## src/rtl/dma_irq_coalesce.sv

```systemverilog
// dma_irq_coalesce
// Coalesces single-cycle DMA completion pulses into one level interrupt.
// A window opens on the first completion and fires when the completion
// count reaches the effective threshold or the window timer expires.
// While the interrupt is pending, further completions are collected in a
// shadow counter and seed the next window once software acknowledges.
module dma_irq_coalesce #(
  parameter int unsigned CntWidth   = 8,
  parameter int unsigned TimerWidth = 16
) (
  input  logic                  clk_i,
  input  logic                  rst_i,
  input  logic                  evt_i,
  input  logic                  cfg_en_i,
  input  logic [CntWidth-1:0]   cfg_thresh_i,
  input  logic [TimerWidth-1:0] cfg_timeout_i,
  input  logic                  ack_i,
  output logic                  irq_o,
  output logic [CntWidth-1:0]   pending_cnt_o,
  output logic                  overflow_o
);

  typedef enum logic [1:0] {
    IDLE  = 2'd0,
    ACCUM = 2'd1,
    FIRE  = 2'd2
  } state_e;

  localparam logic [CntWidth-1:0]   CntMax = '1;
  localparam logic [CntWidth-1:0]   CntOne = CntWidth'(1);
  localparam logic [TimerWidth-1:0] TmrMax = '1;

  state_e                state_q, state_d;
  logic [CntWidth-1:0]   cnt_q, cnt_d;
  logic [CntWidth-1:0]   shadow_q, shadow_d;
  logic [TimerWidth-1:0] timer_q, timer_d;
  logic                  irq_q, irq_d;
  logic                  ovf_q, ovf_d;

  // Effective configuration, re-evaluated every cycle so that a change
  // mid-window takes effect at the very next compare.
  logic [CntWidth-1:0] thr;
  logic                timer_active;

  assign thr          = (!cfg_en_i || (cfg_thresh_i == '0)) ? CntOne : cfg_thresh_i;
  assign timer_active = cfg_en_i && (cfg_timeout_i != '0);

  // Sums are formed one bit wider so that saturation can be detected from
  // the carry instead of letting the counters wrap.
  logic [CntWidth:0]     cnt_sum;
  logic [CntWidth:0]     shadow_sum;
  logic [TimerWidth:0]   timer_sum;
  logic [CntWidth-1:0]   cnt_inc;
  logic [CntWidth-1:0]   shadow_inc;
  logic [TimerWidth-1:0] timer_inc;
  logic                  shadow_full;
  logic                  timeout_hit;

  assign cnt_sum     = {1'b0, cnt_q}    + (CntWidth+1)'(evt_i);
  assign shadow_sum  = {1'b0, shadow_q} + (CntWidth+1)'(evt_i);
  assign timer_sum   = {1'b0, timer_q}  + (TimerWidth+1)'(1);

  assign cnt_inc     = cnt_sum[CntWidth]      ? CntMax : cnt_sum[CntWidth-1:0];
  assign shadow_inc  = shadow_sum[CntWidth]   ? CntMax : shadow_sum[CntWidth-1:0];
  assign timer_inc   = timer_sum[TimerWidth]  ? TmrMax : timer_sum[TimerWidth-1:0];

  // An event arriving while the shadow counter is already full is the one
  // that would have pushed the next window's count past its maximum.
  assign shadow_full = shadow_sum[CntWidth];

  // The timer compare uses the wide sum, so a saturated timer still meets
  // any non-zero timeout and the window is guaranteed to close.
  assign timeout_hit = timer_active && (timer_sum >= {1'b0, cfg_timeout_i});

  // Next-state and next-output logic for the coalescing window.
  // NOTE: every target gets a hold/default value before the case statement;
  // a path that skipped an assignment would otherwise infer a latch.
  always_comb begin
    state_d  = state_q;
    cnt_d    = cnt_q;
    shadow_d = shadow_q;
    timer_d  = timer_q;
    irq_d    = irq_q;
    ovf_d    = ovf_q;

    unique case (state_q)
      IDLE: begin
        cnt_d = '0;
        if (evt_i) begin
          cnt_d    = CntOne;
          timer_d  = '0;
          shadow_d = '0;
          if (thr == CntOne) begin
            state_d = FIRE;
            irq_d   = 1'b1;
          end else begin
            state_d = ACCUM;
          end
        end
      end

      ACCUM: begin
        timer_d = timer_inc;
        cnt_d   = cnt_inc;
        if ((cnt_inc >= thr) || timeout_hit) begin
          state_d  = FIRE;
          irq_d    = 1'b1;
          shadow_d = '0;
        end
      end

      FIRE: begin
        // cnt stays frozen so software sees a stable drain count.
        irq_d    = 1'b1;
        shadow_d = shadow_inc;
        if (shadow_full) begin
          ovf_d = 1'b1;
        end
        if (ack_i) begin
          irq_d = 1'b0;
          ovf_d = 1'b0;
          // An event coinciding with the acknowledge opens the next window.
          if (shadow_sum == '0) begin
            state_d  = IDLE;
            cnt_d    = '0;
            shadow_d = '0;
          end else begin
            // If the carried-over count already meets the threshold, the
            // ACCUM compare fires again on the following edge.
            state_d  = ACCUM;
            cnt_d    = shadow_inc;
            shadow_d = '0;
            timer_d  = '0;
          end
        end
      end

      default: begin
        state_d  = IDLE;
        cnt_d    = '0;
        shadow_d = '0;
        timer_d  = '0;
        irq_d    = 1'b0;
        ovf_d    = 1'b0;
      end
    endcase
  end

  // State and output registers; reset drops any pending events.
  // NOTE: sequential state uses non-blocking assignments so every register
  // samples the pre-edge values regardless of statement order.
  always_ff @(posedge clk_i) begin
    if (rst_i) begin
      state_q  <= IDLE;
      cnt_q    <= '0;
      shadow_q <= '0;
      timer_q  <= '0;
      irq_q    <= 1'b0;
      ovf_q    <= 1'b0;
    end else begin
      state_q  <= state_d;
      cnt_q    <= cnt_d;
      shadow_q <= shadow_d;
      timer_q  <= timer_d;
      irq_q    <= irq_d;
      ovf_q    <= ovf_d;
    end
  end

  assign irq_o         = irq_q;
  assign pending_cnt_o = cnt_q;
  assign overflow_o    = ovf_q;

endmodule
```

## config.mk

```make
export PLATFORM = sky130hd
export DESIGN_NAME = dma_irq_coalesce
export DESIGN_NICKNAME = d
export VERILOG_FILES = /design/src/rtl/dma_irq_coalesce.sv
export SDC_FILE = /design/constraint.sdc
export NUM_CORES = 1
export LEC_CHECK = 0
export CORE_ASPECT_RATIO = 0.5
export CORE_MARGIN = 2
export CORE_UTILIZATION = 45
export CTS_BUF_LIST = sky130_fd_sc_hd__clkbuf_16
export CTS_CLUSTER_SIZE = 8
export DETAILED_ROUTE_END_ITERATION = 8
export PLACE_DENSITY = 0.67
export SLEW_MARGIN = 20
export SYNTH_ARGS = -nofsm -noshare
export SYNTH_HDL_FRONTEND = slang
export SYNTH_SLANG_ARGS = --single-unit
export TNS_END_PERCENT = 20
```

## constraint.sdc

```tcl
create_clock -name clk_i -period 3.7 [get_ports clk_i]
set_input_delay 0.925 -clock clk_i [delete_from_list [all_inputs] [get_ports clk_i]]
set_output_delay 0.925 -clock clk_i [all_outputs]
set_load 0.01 [all_outputs]
```

==> impl_results.md <==
* Status: complete, no violations
* Buffers & Inverters on Critical Path at 1
* Worst VDD drop at ~0.19 mV
* Antenna-violating nets left at 0
* Grt total ovfl at 0
* Setup violators final at 0
* DIE HEIGHT at ~61 um
* CP required at 3890 ps
* Ports at 39
* Min-Delay Startpoint: irq_o
* Mapped Cells at between 300 and 400
* Crit-path max FO at 7
* CP arrival at between 3000 and 4000 ps
* Drt pass-1 iters at 4
* Synth top area cells: dfxtp_1, ha_1, nand2_1, o21ai_0, a21oi_1
* HPWL Detailed at 6320 um
* CTS H-tree depth at 2
* Crit path max-delay family: simple AND/OR/NAND/NOR gates
* Reg2reg end: shadow_q[6]
* Pin count of the biggest net entering global routing at 14
* Final Skew at about 5.4 ps
* Setup TNS at 0 ps
* Tcrit/Tclk final at a little over nine tenths
* Max Cap Viol at 0
* Global-route wire length before repair at between 10000 and 15000 um
* CP peak stage delay at approximately 540 ps
* Critical Path End: shadow_q[2]
* CTS tree: built
* GRT Total Usage at ~23%
* Worst setup SP type: input pin
* Leakage at roughly 1.6 nW
* Largest family of logic cells by synthesized area: simple AND/OR/NAND/NOR gates
* Routability Congestion at ~0.93
* Ant. Diodes at 0
* Adder-cell share of the synthesized area at 12.5%
* Cell-by-cell trace of the critical path: clkdlybuf4s50_1, or4_4, o41ai_4, or2_2, ha_1, o21ai_1, a21oi_1, o21a_1, or3_4, a221oi_2
* Routed WL at 8120 um
* Skew-Pair Late Insertion Delay at 270 ps
* Via-per-instance ratio at approximately 5.7
* CP max-delay cell: or4_4
* Chip width at approximately 120 um
* Starting Density at 47.3%
* FF+latch count, synth at 36
* Worst setup startpoint: cfg_thresh_i[5]
* Synth top area share at roughly 25%
* Hold buffers post-CTS at 0
* Count leader, synth: nand2_1
* Final std cells w/o fill at 529
* Clk root buf: clkbuf_16
* Initial antenna violation count at 0
* R2R setup slack at between 300 and 400 ps
* I/O Buffers at 38
* Die ar. at about 7200 sq um
* Iteration-0 DRC Markers at 161
* Net count, final at roughly 500
* WP depth at 10
* Hold Fails Final Rpt at 0
* Slew @ Worst Pin at between 900 and 1000 ps
* Synthesis-to-layout area growth at 29.0%
* Worst r2r src: timer_q[1]
* Fillers at a little under 600
* Worst hold path type: flop to flop
* Row count at 20
* Cell Area, Synth at 2910 sq um
* Crit end category: flop
* Synth Area in Compound Gates at approximately 23%
* Max Slew Vio Count at 0
* Multiplexer share of the synthesized area at ~1.1%
* Yosys warns at 0
* Fraction of layout instances using a drive strength above 1 at between 10% and 20%
* Clock transition at path regs at 60 ps
* WS Path Type: input pin to flop
* DP Cell Count at approximately 520
* Core box area at just over 6000 sq um
* Syn Nets at ~440
* Syn_area_per_cell at 7.67 sq um
* Register-to-Register Path Depth at 12
* Synth Area in Simple Gates at 27.5%
* Pwr Density at 292 nW/um^2
* Final min period at around 3600 ps
* Max frequency at 280 MHz
* Synth top cells by count: nand2_1, dfxtp_1, ha_1
* Register area share after synthesis at 24.7%
* DRC at 0
* Synth Area in XOR/XNOR at under 10%
* Yosys top cell by area: dfxtp_1
* Clock Sinks at 36
* Synth cell types at 62
* Clock Path Buffers at 2
* Routed WL per cell at roughly 15 um
* Ys flop type: dfxtp_1
* Number of synthesized flops with an enable pin at 0
* Async set or reset register ratio after synthesis at 0%
* CTS Buf Count at 5
* Max-slew headroom at about two fifths
* Vias in the first global route at between 2000 and 3000
* RSZ-0062 raised after global routing: no
* Vias post-DR at 3018
==> layer usage <==
metal	routed length (um)	share of wire, %	track usage (%)	vias to the layer above
met5	0	0	0	-
met4	62	0.76	4.65	0
met3	417	5.1	4.70	8
met2	3820	47	41.8	88
met1	3820	47	28.9	1421
li1	-	-	-	1501
==> placed cells by master (no fill, tap or decap), drive strengths merged, types with 2 or more instances in the layout <==
cell,instances
a221oi,3
inv,28
clkinv,3
nor2b,5
xnor2,11
mux2,2
clkdlybuf4s50,37
ha,29
nor2,28
or2,3
o311ai,2
a31oi,6
o211ai,5
o21a,3
xor2,6
and2,2
or4,5
buf,31
o21ai,28
nand2b,6
and4,2
nand2,46
or3,3
a22oi,2
nand4,6
dfxtp,36
nor3,6
o41ai,2
o31ai,3
a21oi,24
clkbuf,5
a211oi,6
nand3,20
o32ai,4
and3,7
a21o,4
nor4,8
==> worst min-delay path: stages (launching register included) <==
cell and delay [ps]:
dfxtp_1 310, inv_1 50, a21oi_1 50
==> logic make-up (layout without fill, tap and decap cells) <==
family,count (synthesis),count (layout)
compound gates,101,101
xor+xnor,17,17
fa+ha+maj,29,29
buf+inv,44,105
flops,36,36
mux,3,3
simple gates,150,150
==> state kept, by name, summed over array words and instances, names as in the netlist <==
signal / cells
irq_o: 1
overflow_o: 1
pending_cnt_o: 8
shadow_q: 8
state_q: 2
timer_q: 16
==> area by class of cell <==
cell class	count	area [sq um]	area share (%)
inverters	29	109	2.90
clock inverters	2	7.51	0.200
repair buffers	69	616	16.4
multi-input cells	300	2070	55.1
well taps	88	110	2.93
flip-flops and latches	36	721	19.2
clock buffers	5	125	3.33
==> repair_timing <==
action                                  CTS  global route
setup buffers                             0             1
pin swaps                                 0             6
endpoints found under the setup margin    3            11
gates resized for setup                   1            15
==> report_power, final <==
group,internal [mW],switching [mW],total [mW],leakage (nW)
Combinational,0.138,0.151,0.289,1.26
Clock,0.241,0.148,0.389,0.0648
Sequential,0.402,0.0181,0.420,0.291
Total,0.780,0.317,1.10,1.62
==> how the worst min path moves through the flow <==
stage                            end  slack [ps]  cells past startpoint
after CTS                      irq_o         450                      2
after floorplan           timer_q[1]         450                      2
after global placement         irq_o         430                      2
final                          irq_o         450                      2
after global routing           irq_o         470                      2
after detailed placement       irq_o         450                      2
==> stage by stage <==
stage	instance area (sq um)	hold WS [ps]	setup slack (ps)	power [mW]	util (%)
global route	3760	469	14.6	1.15	61.1
global placement	3550	434	-252	0.695	57.6
floorplan	2910	448	331	0.581	-
detailed placement	3550	447	-276	0.700	57.6
CTS	3690	452	57.7	1.09	59.9
finish	3760	446	132	1.10	61.1
Power figures use the tool's default switching activity.
